File: src/rtl/adder_tree_pkg.sv
`default_nettype none
// +--------------------------------------------------------------------+
// | adder_tree_pkg: width helpers and output conversion for the tree   |
// | Revision: 1.0                                                      |
// +--------------------------------------------------------------------+
package adder_tree_pkg;

  localparam int CONV_W = 64;

  function automatic int clog2(input int value);
    int r;
    r = 0;
    while ((1 << r) < value) r++;
    return r;
  endfunction

  function automatic int tree_width(input int addend_width, input int num_addend);
    return addend_width + clog2(num_addend);
  endfunction

  function automatic int acc_width(input int addend_width, input int num_addend,
                                   input int num_beat);
    return tree_width(addend_width, num_addend) + clog2(num_beat);
  endfunction

  // Bit offset of level k inside the flattened tree bus (level 0 = raw addends).
  function automatic int level_offset(input int addend_width, input int num_addend,
                                      input int level);
    int off;
    off = 0;
    for (int j = 0; j < level; j++) off += (num_addend >> j) * (addend_width + j);
    return off;
  endfunction

  // Returns {sat_flag, result}; result is sign-correct in its low sum_width bits.
  function automatic logic [CONV_W:0] sat_convert(input logic signed [CONV_W-1:0] value,
                                                  input int aw, input int sum_width,
                                                  input bit sat_en);
    logic signed [CONV_W-1:0] max_v;
    logic signed [CONV_W-1:0] min_v;
    logic signed [CONV_W-1:0] wrap_v;
    logic signed [CONV_W-1:0] res;
    logic                     sat;
    res = value;
    sat = 1'b0;
    if (sum_width < aw) begin
      max_v  = (64'sd1 <<< (sum_width - 1)) - 64'sd1;
      min_v  = -(64'sd1 <<< (sum_width - 1));
      wrap_v = (value <<< (CONV_W - sum_width)) >>> (CONV_W - sum_width);
      if (sat_en) begin
        if (value > max_v) begin
          res = max_v;
          sat = 1'b1;
        end else if (value < min_v) begin
          res = min_v;
          sat = 1'b1;
        end
      end else begin
        res = wrap_v;
        sat = (wrap_v != value);
      end
    end
    return {sat, res};
  endfunction

endpackage
`default_nettype wire

File: src/rtl/adder_tree_acc_level.sv
`default_nettype none
// +--------------------------------------------------------------------+
// | adder_tree_level: one registered pairwise-add stage with valid_n   |
// | Revision: 1.0                                                      |
// +--------------------------------------------------------------------+
module adder_tree_level
  import adder_tree_pkg::*;
#(
  parameter int IN_NUM   = 2,
  parameter int IN_WIDTH = 8
) (
  input  logic                                 clk_p,
  input  logic                                 rst_n,
  input  logic                                 flush,
  input  logic [IN_NUM*IN_WIDTH-1:0]           din,
  input  logic                                 din_valid_n,
  output logic [(IN_NUM/2)*(IN_WIDTH+1)-1:0]   dout,
  output logic                                 dout_valid_n
);

  localparam int OUT_NUM   = IN_NUM / 2;
  localparam int OUT_WIDTH = IN_WIDTH + 1;

  logic [OUT_NUM*OUT_WIDTH-1:0] pair_sum;

  for (genvar i = 0; i < OUT_NUM; i++) begin : g_pair
    logic signed [IN_WIDTH-1:0] a;
    logic signed [IN_WIDTH-1:0] b;
    assign a = din[(2*i)*IN_WIDTH +: IN_WIDTH];
    assign b = din[(2*i+1)*IN_WIDTH +: IN_WIDTH];
    assign pair_sum[i*OUT_WIDTH +: OUT_WIDTH] = OUT_WIDTH'(a) + OUT_WIDTH'(b);
  end

  // Data only loads on a valid beat; flush drops the in-flight beat but keeps data.
  always_ff @(posedge clk_p or negedge rst_n) begin
    if (!rst_n) begin
      dout         <= '0;
      dout_valid_n <= 1'b1;
    end else if (flush) begin
      dout_valid_n <= 1'b1;
    end else begin
      dout_valid_n <= din_valid_n;
      if (!din_valid_n) dout <= pair_sum;
    end
  end

endmodule
`default_nettype wire

File: src/rtl/adder_tree_acc.sv
`default_nettype none
// +--------------------------------------------------------------------+
// | adder_tree_acc: pipelined signed adder tree, multi-beat accumulate |
// | and saturating output.                   Revision: 1.0             |
// +--------------------------------------------------------------------+
module adder_tree_acc
  import adder_tree_pkg::*;
#(
  parameter int ADDEND_WIDTH = 8,
  parameter int NUM_ADDEND   = 128,
  parameter int NUM_BEAT     = 1,
  parameter int SUM_WIDTH    = 15,
  parameter int SAT_EN       = 1
) (
  input  logic                               clk_p,
  input  logic                               rst_n,
  input  logic [ADDEND_WIDTH*NUM_ADDEND-1:0] addend,
  input  logic                               addend_valid_n,
  input  logic                               acc_clr_n,
  output logic [SUM_WIDTH-1:0]               sum,
  output logic                               sum_valid_n,
  output logic                               sum_sat
);

  localparam int L       = clog2(NUM_ADDEND);
  localparam int TW      = tree_width(ADDEND_WIDTH, NUM_ADDEND);
  localparam int AW      = acc_width(ADDEND_WIDTH, NUM_ADDEND, NUM_BEAT);
  localparam int CW      = (NUM_BEAT > 1) ? clog2(NUM_BEAT) : 1;
  localparam int BUS_W   = level_offset(ADDEND_WIDTH, NUM_ADDEND, L + 1);
  localparam int OUT_OFF = level_offset(ADDEND_WIDTH, NUM_ADDEND, L);
  localparam logic [CW-1:0] LAST_BEAT = CW'(NUM_BEAT - 1);

  logic [BUS_W-1:0] tree_bus;
  logic [L:0]       lvl_valid_n;
  logic             flush;

  assign flush                                = ~acc_clr_n;
  assign tree_bus[0 +: NUM_ADDEND*ADDEND_WIDTH] = addend;
  assign lvl_valid_n[0]                       = addend_valid_n;

  for (genvar k = 0; k < L; k++) begin : g_level
    localparam int IN_OFF   = level_offset(ADDEND_WIDTH, NUM_ADDEND, k);
    localparam int NXT_OFF  = level_offset(ADDEND_WIDTH, NUM_ADDEND, k + 1);
    localparam int IN_NUM   = NUM_ADDEND >> k;
    localparam int IN_WIDTH = ADDEND_WIDTH + k;

    adder_tree_level #(
      .IN_NUM   (IN_NUM),
      .IN_WIDTH (IN_WIDTH)
    ) u_level (
      .clk_p        (clk_p),
      .rst_n        (rst_n),
      .flush        (flush),
      .din          (tree_bus[IN_OFF +: IN_NUM*IN_WIDTH]),
      .din_valid_n  (lvl_valid_n[k]),
      .dout         (tree_bus[NXT_OFF +: (IN_NUM/2)*(IN_WIDTH+1)]),
      .dout_valid_n (lvl_valid_n[k+1])
    );
  end

  logic signed [TW-1:0] tree_out;
  logic signed [AW-1:0] tree_ext;
  logic signed [AW-1:0] acc;
  logic signed [AW-1:0] acc_next;
  logic [CW-1:0]        cnt;
  logic                 conv_sat;
  logic [CONV_W-SUM_WIDTH-1:0] conv_unused;
  logic [SUM_WIDTH-1:0] conv_sum;

  assign tree_out = $signed(tree_bus[OUT_OFF +: TW]);
  assign tree_ext = AW'(tree_out);

  always_comb begin
    acc_next = (cnt == '0) ? tree_ext : acc + tree_ext;
  end

  assign {conv_sat, conv_unused, conv_sum} =
      sat_convert(CONV_W'(acc_next), AW, SUM_WIDTH, SAT_EN != 0);

  // sum holds between results; sum_valid_n and sum_sat pulse with each result.
  always_ff @(posedge clk_p or negedge rst_n) begin
    if (!rst_n) begin
      acc         <= '0;
      cnt         <= '0;
      sum         <= '0;
      sum_valid_n <= 1'b1;
      sum_sat     <= 1'b0;
    end else if (!acc_clr_n) begin
      acc         <= '0;
      cnt         <= '0;
      sum_valid_n <= 1'b1;
      sum_sat     <= 1'b0;
    end else begin
      sum_valid_n <= 1'b1;
      sum_sat     <= 1'b0;
      if (!lvl_valid_n[L]) begin
        acc <= acc_next;
        if (cnt == LAST_BEAT) begin
          cnt         <= '0;
          sum         <= conv_sum;
          sum_sat     <= conv_sat;
          sum_valid_n <= 1'b0;
        end else begin
          cnt <= cnt + 1'b1;
        end
      end
    end
  end

endmodule
`default_nettype wire

File: config.mk
export PLATFORM = sky130hd
export DESIGN_NAME = adder_tree_acc
export DESIGN_NICKNAME = d
export VERILOG_FILES = /design/src/rtl/adder_tree_pkg.sv /design/src/rtl/adder_tree_acc_level.sv /design/src/rtl/adder_tree_acc.sv
export SDC_FILE = /design/constraint.sdc
export NUM_CORES = 2
export LEC_CHECK = 0
export BUFFER_PORTS_ARGS = -buffer_cell sky130_fd_sc_hd__clkbuf_2
export CAP_MARGIN = 20
export CORE_ASPECT_RATIO = 2
export CORE_MARGIN = 3
export CORE_UTILIZATION = 50
export CTS_BUF_LIST = sky130_fd_sc_hd__clkbuf_8
export DETAILED_ROUTE_END_ITERATION = 7
export GPL_TIMING_DRIVEN = 0
export MAX_ROUTING_LAYER = met4
export PLACE_DENSITY = 0.7
export SYNTH_ARGS = -nofsm -noshare
export SYNTH_HDL_FRONTEND = slang
export SYNTH_SLANG_ARGS = --single-unit
export TNS_END_PERCENT = 50
File: constraint.sdc
create_clock -name clk_p -period 4.8 [get_ports clk_p]
set_clock_uncertainty 0.05 [all_clocks]
set_input_delay 0.96 -clock clk_p [delete_from_list [all_inputs] [get_ports clk_p]]
set_output_delay 0.96 -clock clk_p [all_outputs]
set_load 0.01 [all_outputs]
* After elaboration in Yosys (flattened, before gate mapping)
Cells that the tools add are included.
Cells by class: add/sub/neg operators 129, multipliers 0, div/mod/pow operators 0, magnitude comparators 0, equal/unequal tests 1, shifts and indexed selects 0, muxes and demuxes 16, bitwise operators 9, reduce and logical (&&, ||, !) cells 8
Operators with widths (count):
- $add A8 B8 Y9 | 64
- $add A9 B9 Y10 | 32
- $add A10 B10 Y11 | 16
- $add A11 B11 Y12 | 8
- $add A12 B12 Y13 | 4
- $mux W15 | 3
- $add A13 B13 Y14 | 2
- $add A14 B14 Y15 | 1
- $add A15 B15 Y15 | 1
- $reduce_and A2 Y1 | 7
- $mux W1 | 13
- $not A1 Y1 | 9
- $reduce_and A3 Y1 | 1
- $ne A2 B2 Y1 const B | 1
- $add A1 B1 Y1 const B | 1
Storage, ports and cells: bits in registers 1302, bits in latches 0, RAM bits 0, memory bits (read-only) 0, input bits 1028, output and inout port bits 17, memories 0

* Logic depth before layout (Yosys ltp)
word-level depth 4, mapped depth 10, gate-level depth less buffers 9

* Hierarchy
A second synthesis with hierarchy kept.
Second synthesis, totals: cells, all modules 10021, area total of the unflattened synthesis 90564.4 um2
By module, submodules not included:
- adder_tree_level at g_level[0].u_level | instances 1, cells each 4243, area an instance 38918.6 um2, sequential area each 14440.1 um2
- adder_tree_level at g_level[1].u_level | instances 1, cells each 2584, area an instance 23013.3 um2, sequential area each 8034.0 um2
- adder_tree_level at g_level[2].u_level | instances 1, cells each 1503, area an instance 13270.2 um2, sequential area each 4430.5 um2
- adder_tree_level at g_level[3].u_level | instances 1, cells each 812, area an instance 7189.4 um2, sequential area each 2428.6 um2
- adder_tree_level at g_level[4].u_level | instances 1, cells each 456, area an instance 4076.4 um2, sequential area each 1327.5 um2
- adder_tree_level at g_level[5].u_level | instances 1, cells each 250, area an instance 2252.2 um2, sequential area each 726.9 um2
- adder_tree_level at g_level[6].u_level | instances 1, cells each 135, area an instance 1176.1 um2, sequential area each 401.6 um2
- adder_tree_acc | instances 1, cells each 38, area an instance 668.1 um2, sequential area each 401.6 um2

* Least setup slack after synthesis
No wires, ideal clock.
path kind input to register, start input port addend[0], end register g_level[0].u_level.dout[6], arrival 2.423 ns, required time 4.617 ns, path slack 2.194 ns, stages on the path 8, cell sequence ha_1 > fa_1 > a21o_1 > a21oi_1 > o21bai_1 > a211o_1 > nand2_1 > o21ai_0
On the way: cells in the longest elaborated chain, start to end 1
RTL lines:
- start, declared | line adder_tree_acc.sv:17 | input logic [ADDEND_WIDTH*NUM_ADDEND-1:0] addend,
- $add A8 B8 Y9 | line adder_tree_acc_level.sv:31 | assign pair_sum[i*OUT_WIDTH +: OUT_WIDTH] = OUT_WIDTH'(a) + OUT_WIDTH'(b);
- end signal, assigned | line adder_tree_acc_level.sv:43 | if (!din_valid_n) dout <= pair_sum;
- end, declared | line adder_tree_acc_level.sv:17 | output logic [(IN_NUM/2)*(IN_WIDTH+1)-1:0] dout,
Every way passes these cells. A chain may end at the register's enable or synchronous reset.

* Final worst setup path
start input port acc_clr_n, end register g_level[0].u_level.dout[34]
On the way: cells in the longest elaborated chain, start to end 1
RTL lines:
- start, declared | line adder_tree_acc.sv:19 | input logic acc_clr_n,
- $reduce_and A2 Y1 (no source line)
Every way passes these cells.

==> results.ini <==
[critical_path]
crit_required_ps = 5550
slowest_delay_ps = 980
critPathMaxFanout = 12
reg2reg_slack_ps = 960
cp_common_cell = buf_2
cp.arrival_ps = 4690
critical-path-slowest-cell = buf_2
crit_type = input port to flop
ff2ff_path_depth = 9
cp-end-kind = flop
worst_setup_path_start_kind = input port
cp_cell_sequence = clkbuf_2 -> nor2b_1 -> inv_2 -> buf_2 -> buf_2 -> clkbuf_1 -> nor3_1 -> mux2i_1 -> nand2_1

[synthesis]
synth_edf_count = 0
netlist_area_mm2 = 0.0910
synth_cell_types = 79
ys_warn_count = 0
synth_fa_ha_area_frac = 0.184
synth_top_family_by_area = compound AO/OA/AOI/OAI gates
ys_async_sr_fraction = 1.00
synth_xor_area_frac = 0.0539
ys_ff_latch = 1286
synth.net_count = 12400
synth-seq-area-share = 0.354
synthMuxAreaShare = 0.0120
synth_flop_cell = dfrtp_1
synth_compound_area_frac = 0.209
syn_avg_cell_area_um2 = 9.04
synthCells = 10100
synth-simple-area-share = 0.146

[floorplanning]
die_x_um = 308
initial_core_util = 0.505
ioPinCount = 1045
fp.dieArea_mm2 = 0.187
core_area_mm2 = 0.180
dieHeight_um = 609
fp-row-count = 220

[global_route]
grt_pass1_vias = 84600
grt.busiest_layer = met2
met1_usage = 0.346
grt_use_met3 = 0.0353
grt_pass1_wl_mm = 472
groute.usage.overall = 0.335
antenna_found_initial = 19
gr-total-overflow = 0
met2_usage = 0.609
grt_start_max_net_pins = 113

[cts]
cts_hold_buf = 0
numCtsBuffers = 201
clk_pin_slew_ps = 70
clockBufferDepth = 4
cts-htree-levels = 4
postCtsResizedCells = 0
clock_latency_ps = 930
clock-sinks = 1286
root_buffer = clkbuf_8
cts_tree = yes
post_cts_buffers = 0

[detailed_routing]
vias = 81300
via_per_inst = 5.88
dr.pass1.iters = 6
drc_errors = 0
drt_iter0_markers = 4412
ant_nets = 0
wl_mm = 311
routedWlPerCell_um = 22.5

[outcome]
status = finished, final reports clean

[placement]
io_buffers = 1043
dp.cells = 13500
gp_congestion = 0.926
hpwlAfterDp_mm = 251

[job]
maxCapViolations = 0

[layout]
drive_gt1_frac = 0.141
nNetsFinal = 13600
finalNonFillerCells = 13800
areaGrowthSynthToFinish_pct = 14.7

[pwr]
powerDensity_mw_per_mm2 = 507
ir_worst_vdd_v = 0.000268
leakagePower_nw = 52.1

[sta]
setup_violations = 0
hold_viol = 0
slew_viol_final = 0
fin_setup_tns_ps = 0
rsz0062_at_grt = no
final.min_clock_period_ps = 3940
fmax_ghz = 0.254
tightest_slew_ps = 1220
finalCritPeriodShare = 0.820
maxSlewHeadroom = 0.185

[min_path]
hp-class = input port to async pin

## worst paths after layout
path                                                 to                            start
max                         g_level[0].u_level.dout[34]                        acc_clr_n
min                        g_level[0].u_level.dout[286]                            rst_n
max reg2reg                g_level[1].u_level.dout[316]  g_level[0].u_level.dout_valid_n
min reg2reg                g_level[1].u_level.dout[170]     g_level[1].u_level.dout[170]
max in group asynchronous   g_level[0].u_level.dout[19]                            rst_n
min in group clk_p         g_level[0].u_level.dout[108]                      addend[200]
## cell families after synthesis
family,Yosys count
AO/OA/AOI/OAI,3011
AND/OR/NAND/NOR,2896
flip-flops,1286
adder cells (fa/ha/maj),1263
buffers and inverters,945
XOR/XNOR,560
multiplexers,104
other,1
## placed cells by master (no fill, tap or decap), types with 139 or more instances in the layout
cell / Yosys / routed
clkbuf_1: 231 / 220
nor3_1: 371 / 371
nand2_1: 1338 / 1338
o21bai_1: 142 / 142
o21ai_0: 1029 / 1029
xor2_1: 209 / 209
nor2_1: 400 / 400
a21o_1: 279 / 279
or3_1: 139 / 139
clkbuf_8: 0 / 251
o211ai_1: 141 / 141
xnor2_1: 351 / 351
ha_1: 1136 / 1136
a21oi_1: 531 / 531
o31ai_1: 166 / 166
inv_1: 608 / 647
o21a_1: 197 / 197
clkbuf_2: 0 / 1053
dfrtp_1: 1278 / 1278
## where the power goes
part	switching, mW	internal, mW	total, mW
logic	14.4	10.8	25.2
registers	2.88	14.4	17.2
clock network	4.74	5.78	10.5
## registers in the layout (all words and copies together) (netlist names)
signal                        flops
g_level.u_level.dout           1263
sum_valid_n                       1
g_level.u_level.dout_valid_n      7
sum                              15
## Yosys cell counts, drive strengths merged, types with 139 or more instances
| cell | count | area [µm²] |
|---|---|---|
| o211ai | 141 | 1060 |
| o21a | 197 | 1480 |
| a21o | 281 | 2110 |
| nor2 | 400 | 1500 |
| a21oi | 531 | 2660 |
| xor2 | 209 | 1830 |
| o21bai | 142 | 1070 |
| o21ai | 1030 | 5150 |
| or3 | 139 | 870 |
| nand2 | 1338 | 5020 |
| inv | 612 | 2300 |
| ha | 1136 | 14200 |
| clkbuf | 231 | 867 |
| xnor2 | 351 | 3070 |
| nor3 | 371 | 1860 |
| o31ai | 166 | 1250 |
| dfrtp | 1278 | 32000 |
## per-layer routing
layer | up-vias | routed length (µm)
met3 | 883 | 13800
li1 | 38600 | -
met4 | 0 | 21400
met1 | 39300 | 113000
met5 | - | 0
met2 | 2516 | 164000
## per-stage QoR
step / cell area (µm²) / power [mW] / setup slack, ps / util / hold slack (ps)
floorplan: 91000 / 34.3 / 2190 / - / 390
global route: 104000 / 56.9 / 913 / 0.579 / 123
global placement: 99100 / 41.7 / -28420 / 0.550 / 412
detailed placement: 99900 / 42.3 / -50.6 / 0.554 / 418
CTS: 104000 / 53.0 / 956 / 0.579 / 50.1
finish: 104000 / 52.9 / 865 / 0.579 / 98.6
## critical path: cells and delay by family
| kind | cells | cell delay, ps |
|---|---|---|
| buffers and inverters | 5 | 3050 |
| AND/OR/NAND/NOR | 3 | 470 |
| multiplexers | 1 | 160 |
## area by class of cell
cell class / instances / area (µm²)
plain buffers: 333 / 1410
inverters: 612 / 2300
clock buffers: 250 / 3440
multi-input cells: 7835 / 55100
repair buffers: 1076 / 5950
fillers: 16300 / 75900
flip-flops and latches: 1286 / 32200
diodes: 18 / 45.0
clock inverters: 100 / 995
well taps: 2331 / 2920
(Power assumes the default switching activity.)
